## src/rtl/cmac_link_supervisor_if.sv

```systemverilog
// Control/status bundle between the CMAC link supervisor and its host logic.
// The slave side belongs to the supervisor; the master side drives enables and link indications.
interface cmac_link_supervisor_if;
    logic        enable;
    logic        clear_counters;
    logic        cmac_aligned_sync;
    logic        gt_locked_sync;
    logic        link_up;
    logic        restart_req;
    logic [15:0] link_down_count;
    logic [15:0] restart_count;
    logic [2:0]  sup_state;

    modport master (
        output enable, clear_counters, cmac_aligned_sync, gt_locked_sync,
        input  link_up, restart_req, link_down_count, restart_count, sup_state
    );

    modport slave (
        input  enable, clear_counters, cmac_aligned_sync, gt_locked_sync,
        output link_up, restart_req, link_down_count, restart_count, sup_state
    );
endinterface

```

## src/rtl/cmac_link_supervisor.sv

```systemverilog
// Debounces CMAC alignment and GT lock into link_up, counts link drops and
// pulses restart_req into the wrapper when alignment does not arrive in time.
module cmac_link_supervisor #(
    parameter int DEBOUNCE_CYCLES      = 1024,
    parameter int TIMEOUT_CYCLES       = 16777216,
    parameter int RESTART_PULSE_CYCLES = 16
) (
    input logic                   s_axi_aclk,
    input logic                   s_axi_sreset,
    cmac_link_supervisor_if.slave sup
);
    localparam int TMO_W = $clog2(TIMEOUT_CYCLES);
    // One extra count so link_up rises DEBOUNCE_CYCLES+1 edges after QUALIFY entry.
    localparam int DEB_W = $clog2(DEBOUNCE_CYCLES + 1);
    localparam int PLS_W = (RESTART_PULSE_CYCLES > 1) ? $clog2(RESTART_PULSE_CYCLES) : 1;

    localparam logic [TMO_W-1:0] TMO_LAST = TMO_W'(TIMEOUT_CYCLES - 1);
    localparam logic [DEB_W-1:0] DEB_LAST = DEB_W'(DEBOUNCE_CYCLES);
    localparam logic [PLS_W-1:0] PLS_LAST = PLS_W'(RESTART_PULSE_CYCLES - 1);

    typedef enum logic [2:0] {
        IDLE       = 3'd0,
        WAIT_ALIGN = 3'd1,
        QUALIFY    = 3'd2,
        UP         = 3'd3,
        RESTART    = 3'd4
    } state_t;

    state_t           state_q, state_d;
    logic [TMO_W-1:0] tmo_cnt_q, tmo_cnt_d, tmo_next;
    logic [DEB_W-1:0] deb_cnt_q, deb_cnt_d;
    logic [PLS_W-1:0] pulse_cnt_q, pulse_cnt_d;
    logic [15:0]      link_down_count_q, link_down_count_d;
    logic [15:0]      restart_count_q, restart_count_d;
    logic             ok;
    logic             drop_evt;
    logic             restart_evt;

    function automatic logic [15:0] sat_inc16(input logic [15:0] v);
        return (v == 16'hFFFF) ? v : v + 16'd1;
    endfunction

    function automatic logic [15:0] count_next(input logic [15:0] v, input logic clr,
                                               input logic inc);
        if (clr)
            return 16'd0;
        else if (inc)
            return sat_inc16(v);
        else
            return v;
    endfunction

    assign ok       = sup.cmac_aligned_sync & sup.gt_locked_sync;
    assign tmo_next = (tmo_cnt_q == TMO_LAST) ? '0 : tmo_cnt_q + TMO_W'(1);

    always_comb begin
        state_d     = state_q;
        tmo_cnt_d   = tmo_cnt_q;
        deb_cnt_d   = deb_cnt_q;
        pulse_cnt_d = pulse_cnt_q;
        drop_evt    = 1'b0;
        restart_evt = 1'b0;

        if (!sup.enable) begin
            state_d = IDLE;
        end else begin
            case (state_q)
                IDLE: begin
                    state_d   = WAIT_ALIGN;
                    tmo_cnt_d = '0;
                end
                WAIT_ALIGN: begin
                    tmo_cnt_d = tmo_next;
                    if (ok) begin
                        state_d   = QUALIFY;
                        deb_cnt_d = '0;
                    end else if (tmo_cnt_q == TMO_LAST) begin
                        state_d     = RESTART;
                        pulse_cnt_d = '0;
                        restart_evt = 1'b1;
                    end
                end
                QUALIFY: begin
                    // The timeout keeps running here so a flapping link still gets restarted.
                    tmo_cnt_d = tmo_next;
                    if (!ok) begin
                        state_d = WAIT_ALIGN;
                    end else if (deb_cnt_q == DEB_LAST) begin
                        state_d = UP;
                    end else begin
                        deb_cnt_d = deb_cnt_q + DEB_W'(1);
                        if (tmo_cnt_q == TMO_LAST) begin
                            state_d     = RESTART;
                            pulse_cnt_d = '0;
                            restart_evt = 1'b1;
                        end
                    end
                end
                UP: begin
                    if (!ok) begin
                        state_d   = WAIT_ALIGN;
                        tmo_cnt_d = '0;
                        drop_evt  = 1'b1;
                    end
                end
                RESTART: begin
                    if (pulse_cnt_q == PLS_LAST) begin
                        state_d   = WAIT_ALIGN;
                        tmo_cnt_d = '0;
                    end else begin
                        pulse_cnt_d = pulse_cnt_q + PLS_W'(1);
                    end
                end
                default: state_d = IDLE;
            endcase
        end

        link_down_count_d = count_next(link_down_count_q, sup.clear_counters, drop_evt);
        restart_count_d   = count_next(restart_count_q, sup.clear_counters, restart_evt);
    end

    always_ff @(posedge s_axi_aclk) begin
        if (s_axi_sreset) begin
            state_q           <= IDLE;
            tmo_cnt_q         <= '0;
            deb_cnt_q         <= '0;
            pulse_cnt_q       <= '0;
            link_down_count_q <= '0;
            restart_count_q   <= '0;
        end else begin
            state_q           <= state_d;
            tmo_cnt_q         <= tmo_cnt_d;
            deb_cnt_q         <= deb_cnt_d;
            pulse_cnt_q       <= pulse_cnt_d;
            link_down_count_q <= link_down_count_d;
            restart_count_q   <= restart_count_d;
        end
    end

    assign sup.link_up         = (state_q == UP);
    assign sup.restart_req     = (state_q == RESTART);
    assign sup.link_down_count = link_down_count_q;
    assign sup.restart_count   = restart_count_q;
    assign sup.sup_state       = state_q;
endmodule

```

## src/flat_wrapper.sv

```systemverilog
// flat-port wrapper written by rule: the top's interface ports become plain ports
module cmac_link_supervisor_flat 
#(
    parameter int DEBOUNCE_CYCLES      = 1024,
    parameter int TIMEOUT_CYCLES       = 16777216,
    parameter int RESTART_PULSE_CYCLES = 16
)
  (s_axi_aclk, s_axi_sreset, sup_enable, sup_clear_counters, sup_cmac_aligned_sync, sup_gt_locked_sync, sup_link_up, sup_restart_req, sup_link_down_count, sup_restart_count, sup_sup_state);
  cmac_link_supervisor_if sup_i ();
  input logic s_axi_aclk;
  input logic s_axi_sreset;
  input wire logic [$bits(sup_i.enable)-1:0] sup_enable;
  input wire logic [$bits(sup_i.clear_counters)-1:0] sup_clear_counters;
  input wire logic [$bits(sup_i.cmac_aligned_sync)-1:0] sup_cmac_aligned_sync;
  input wire logic [$bits(sup_i.gt_locked_sync)-1:0] sup_gt_locked_sync;
  output wire logic [$bits(sup_i.link_up)-1:0] sup_link_up;
  output wire logic [$bits(sup_i.restart_req)-1:0] sup_restart_req;
  output wire logic [$bits(sup_i.link_down_count)-1:0] sup_link_down_count;
  output wire logic [$bits(sup_i.restart_count)-1:0] sup_restart_count;
  output wire logic [$bits(sup_i.sup_state)-1:0] sup_sup_state;
  assign sup_i.enable = sup_enable;
  assign sup_i.clear_counters = sup_clear_counters;
  assign sup_i.cmac_aligned_sync = sup_cmac_aligned_sync;
  assign sup_i.gt_locked_sync = sup_gt_locked_sync;
  assign sup_link_up = sup_i.link_up;
  assign sup_restart_req = sup_i.restart_req;
  assign sup_link_down_count = sup_i.link_down_count;
  assign sup_restart_count = sup_i.restart_count;
  assign sup_sup_state = sup_i.sup_state;
  cmac_link_supervisor #(.DEBOUNCE_CYCLES(DEBOUNCE_CYCLES), .TIMEOUT_CYCLES(TIMEOUT_CYCLES), .RESTART_PULSE_CYCLES(RESTART_PULSE_CYCLES)) u_core (.s_axi_aclk(s_axi_aclk), .s_axi_sreset(s_axi_sreset), .sup(sup_i));
endmodule
```

## config.mk

```make
export PLATFORM = sky130hd
export DESIGN_NAME = cmac_link_supervisor_flat
export DESIGN_NICKNAME = d
export VERILOG_FILES = /design/src/rtl/cmac_link_supervisor_if.sv /design/src/rtl/cmac_link_supervisor.sv /design/src/flat_wrapper.sv
export SDC_FILE = /design/constraint.sdc
export NUM_CORES = 1
export LEC_CHECK = 0
export ABC_CLOCK_PERIOD_IN_PS = 2600
export CAP_MARGIN = 20
export CORE_ASPECT_RATIO = 1.75
export CORE_MARGIN = 3
export CORE_UTILIZATION = 40
export CTS_CLUSTER_DIAMETER = 120
export DETAILED_ROUTE_END_ITERATION = 16
export GPL_TIMING_DRIVEN = 1
export MAX_ROUTING_LAYER = met4
export SLEW_MARGIN = 20
export SYNTH_ARGS = -nofsm -noshare
export SYNTH_HDL_FRONTEND = slang
export SYNTH_SLANG_ARGS = --single-unit
```

## constraint.sdc

```tcl
create_clock -name s_axi_aclk -period 2.6 [get_ports s_axi_aclk]
set_clock_uncertainty 0.05 [all_clocks]
set_input_delay 0.39 -clock s_axi_aclk [delete_from_list [all_inputs] [get_ports s_axi_aclk]]
set_output_delay 0.39 -clock s_axi_aclk [all_outputs]
set_load 0.03 [all_outputs]
```

# After elaboration in Yosys (flattened, before gate mapping)

Index checks and enable logic that the tools add are counted.
Widths: inputs -> output; s select.

Register bits after elaboration: 74
Bits of input ports: 6
Output and inout port bits: 37

$add $sub $neg: 5
Equality and inequality tests: 16
Muxes and demuxes: 30
Bitwise gates (word level): 4
Reduce and logical (&&, ||, !) cells: 13

Operators by type and width:

| cell                  | number |
|---|---|
| $pmux 24 s4           | 1 |
| $mux 24               | 3 |
| $mux 11               | 3 |
| $add 16x1->16 const B | 2 |
| $eq 16x16->1 const B  | 2 |
| $add 24x1->24 const B | 1 |
| $eq 24x24->1 const B  | 1 |
| $pmux 11 s2           | 1 |
| $mux 4                | 5 |
| $mux 3                | 6 |
| $pmux 3 s5            | 1 |
| $pmux 4 s3            | 1 |
| $add 11x1->11 const B | 1 |
| $eq 11x11->1 const B  | 1 |
| $mux 1                | 8 |
| $ne 2x2->1 const B    | 4 |
| $eq 3x2->1 const B    | 2 |
| $ne 2x1->1 const B    | 3 |
| $reduce_and 2->1      | 3 |
| $reduce_and 6->1      | 1 |
| $reduce_or 2->1       | 3 |
| $reduce_and 5->1      | 1 |
| $add 4x1->4 const B   | 1 |
| $eq 4x4->1 const B    | 1 |
| 10 further kinds      | 12 |

# Depth between registers and ports, before layout

Word-level depth: 7
Gate-level depth with buffers: 8

# Worst setup path before layout

Ideal clock, no wire load.

Path kind: register to register
Start point: register u_core.state_q[0], in the netlist u_core.sup.sup_state[0]
End point: register u_core.tmo_cnt_q[13]
Arrival time: 2.234 ns
Required time: 2.433 ns
Setup slack: 0.199 ns
Stages on the path, launching flop included: 9
Buffers on the path: 2
Clock period less this slack: 2.401 ns
Cells stage by stage: dfxtp_1 -> buf_6 -> nor3b_2 -> a2111oi_4 -> and4_1 -> buf_2 -> nand4_1 -> xor2_1 -> nor2_1

RTL lines:

| what                                                      | RTL line                    | text |
|---|---|---|
| from (decl)                                               | cmac_link_supervisor.sv:29  | `state_t state_q, state_d;` |
| from (signal assigned)                                    | cmac_link_supervisor.sv:131 | `state_q <= state_d;` |
| $eq 3x3->1 *                                              | n/a                         |  |
| net sup_restart_req                                       | flat_wrapper.sv:17          | `output wire logic [$bits(sup_i.restart_req)-1:0] sup_restart_req;` |
| $ne 2x1->1 (no line) or $reduce_bool 4->1 (tied branches) | n/a                         |  |
| $reduce_and 4->1 (no line)                                | n/a                         |  |
| to (signal assigned)                                      | cmac_link_supervisor.sv:132 | `tmo_cnt_q <= tmo_cnt_d;` |
| to (decl)                                                 | cmac_link_supervisor.sv:30  | `logic [TMO_W-1:0] tmo_cnt_q, tmo_cnt_d, tmo_next;` |

Mark *: on every way through the listed nets, which the timed path passes. The rest lies on a longest branch.
A chain may end at the register's enable or synchronous reset.

# Worst setup path in the final report

Start point: register u_core.state_q[2], in the netlist u_core.sup.sup_state[2]
End point: output port sup_restart_req

Longest elaborated chain between the ends: 1

RTL lines:

| what       | RTL line                    | text |
|---|---|---|
| $eq 3x3->1 | cmac_link_supervisor.sv:141 | `assign sup.restart_req = (state_q == RESTART);` |
| to (decl)  | flat_wrapper.sv:17          |  |

Every way passes these cells.

==> results.toml <==
[finish]
multi_input_area_um2 = 2140
mostFrequentLayoutCell = "dfxtp_1"
final_nets = 529
fin_cells = 642
layout_common_cells = "74 x dfxtp_1, 71 x nor2_1, 42 x nand2_1, 42 x clkdlybuf4s50_1, 30 x nand3_1"
seqCellArea_um2 = 1480
drive_gt1_frac = 0.0920
utilization = 0.518
syn2layout_area_growth_pct = 25.9
antenna_cells = 0
num-fill-cells = 912

[global_routing]
antenna_found_initial = 0
grt_pass1_wl_um = 15100
grt_usage = 0.184
grt_max_degree = 21
grt_pass1_vias = 3407
grt_overflow = 0

[sta]
max_slew_margin = 0.609
setup_violations = 0
min_period_ns = 2.45
worst_pin_slew_ns = 0.581
finalHoldViolCount = 0
period_share = 0.942
rsz0062_at_grt = "no"
slew_violations = 0
setup_tns_ns = 0
max_freq_mhz = 408

[setup_path]
crit_chain = "nor3b_4, clkdlybuf4s50_1"
crit_type = "flip-flop to output port"
crit_buf_inv = 1
arrival_ns = 2.01
max_stage_delay_ns = 0.74
crit_required_ns = 2.16
crit_slowest_cell = "clkdlybuf4s50_1"
start_kind = "flip-flop"
cp_max_fo = 12
crit_family = "buffers and inverters"
crit_path_end_kind = "output port"

[yosys]
ys_types = 53
yosysSeqAreaShare = 0.396
synthFlopType = "dfxtp_1"
synthCells = 459
ys_top_cells_by_area = "dfxtp_1 40%, nor2_1 7.1%, xnor2_1 4.7%"
syn-cell-area_um2 = 3740
syn_avg_cell_area_um2 = 8.15
yosysTopAreaCellShare = 0.396
yosysWarnings = 0
yosys_register_bits = 74
synth-edff-count = 0
async_flop_share = 0
syn-num-nets = 471
yosysTopAreaCell = "dfxtp_1"

[detailed_routing]
drtAntennaViolNets = 0
drt_iter0_drc = 142
viasPerCell = 5.36
first_pass_iters = 4
dr_total_vias = 3438
wl_per_cell_um = 13.8
drc = 0
routed_wl_um = 8860

[clocking]
cts_buffers = 9
ctsRootBufferMaster = "clkbuf_16"
clk_latency_ns = 0.34
cts_tree = "done"
clk_pin_slew_ns = 0.06
holdBufCountCts = 0
cts_htree_levels = 3
clock_sinks = 74
clk_path_buf_depth = 2

[place]
dp_cells = 626
gp_congestion = 0.860
dp_hpwl_um = 6730
io_buffers = 42

[floorplanning]
rows = 46
die-area_um2 = 10600
dieHeight_um = 134
boundaryPins = 43
core_area_um2 = 9090
start_util = 0.411
die_x_um = 79.1

[pwr]
p_leak_nw = 1.54
vdd_ir_drop_max_mv = 0.425
powerDensity_nw_per_um2 = 541

[run]
maxCapViolCount = 0

[hold_path]
hp-class = "flip-flop to flip-flop"

[status]
status = "completed"
-- cells by family after synthesis --
kind of cell / share of synthesized area
buf+inv: 0.0318
xor+xnor: 0.0981
fa+ha+maj: 0.0201
compound gates: 0.120
simple gates: 0.329
flops: 0.396
mux: 0.00535
-- worst min-delay path, stage by stage (launching register included) --
cell	delay, ns
dfxtp_1	0.33
nand2b_1	0.07
a21oi_1	0.05
-- report_power, final --
part | switching [mW] | leakage [nW] | internal (mW)
Clock | 0.477 | 0.151 | 0.837
Combinational | 0.0522 | 0.789 | 0.0351
Sequential | 0.00679 | 0.596 | 1.14
Total | 0.536 | 1.54 | 2.01
-- Yosys cell counts, types with 2 or more instances --
master    instances
a211oi_1          2
a21o_1            3
a21oi_1          24
a31o_2            2
a31oi_1           2
and2_1            4
and3_1           11
and4_1            6
buf_2             3
buf_6             2
clkbuf_1          6
dfxtp_1          74
ha_1              6
inv_1            12
mux2i_1           2
nand2_1          42
nand2b_1          4
nand3_1          30
nand3b_1          3
nand4_1          19
nand4b_1          3
nor2_1           71
nor2b_1           2
nor3_1           11
nor4_1            7
o21ai_0          23
o31ai_1           4
or2_2             2
or3_1            15
or4_1             3
xnor2_1          20
xor2_1           20
-- layer usage --
layer	GRT usage	wire length, um
met1	0.184	3610
met2	0.336	4750
met3	0.0349	270
met4	0.0889	226
met5	-	0
-- through the flow --
stage               hold WS (ns)  instance area [um2]  setup WS, ns  total power, mW
floorplan                  0.413                 3740         0.199             1.21
global placement           0.432                 4380        0.0585             1.26
detailed placement         0.433                 4380        0.0181             1.26
CTS                        0.441                 4700        0.0794             2.59
global route               0.475                 4710        0.0697             2.63
finish                     0.442                 4710         0.150             2.55
-- layout make-up --
class,instances,share of cell area
multi-input cells,360,0.455
flip-flops and latches,74,0.315
repair buffers,60,0.121
clock buffers,9,0.0478
well taps,120,0.0319
clock inverters,7,0.0199
inverters,12,0.00957
-- worst paths after layout --
kind / end / depth (start not counted) / slack, ns / from
worst min-delay path: u_core.pulse_cnt_q[1] / 2 / 0.44 / u_core.pulse_cnt_q[1]
worst max register to register: u_core.sup.restart_count[9] / 7 / 0.28 / u_core.sup.sup_state[1]
worst max-delay path: sup_restart_req / 2 / 0.15 / u_core.sup.sup_state[2]
worst min register to register: u_core.pulse_cnt_q[1] / 2 / 0.44 / u_core.pulse_cnt_q[1]
-- repair_timing --
| action | CTS | global route |
|---|---|---|
| buffers inserted | 0 | 0 |
| setup endpoints to repair | 0 | 1 |
| resized for setup | 0 | 1 |
-- registers in the layout, indices dropped and copies added (netlist names) --
name	flops
u_core.pulse_cnt_q	4
u_core.sup.restart_count	16
u_core.deb_cnt_q	11
u_core.tmo_cnt_q	24
u_core.sup.link_down_count	16
u_core.sup.sup_state	3
No activity file was read; power rests on OpenSTA's default activity.
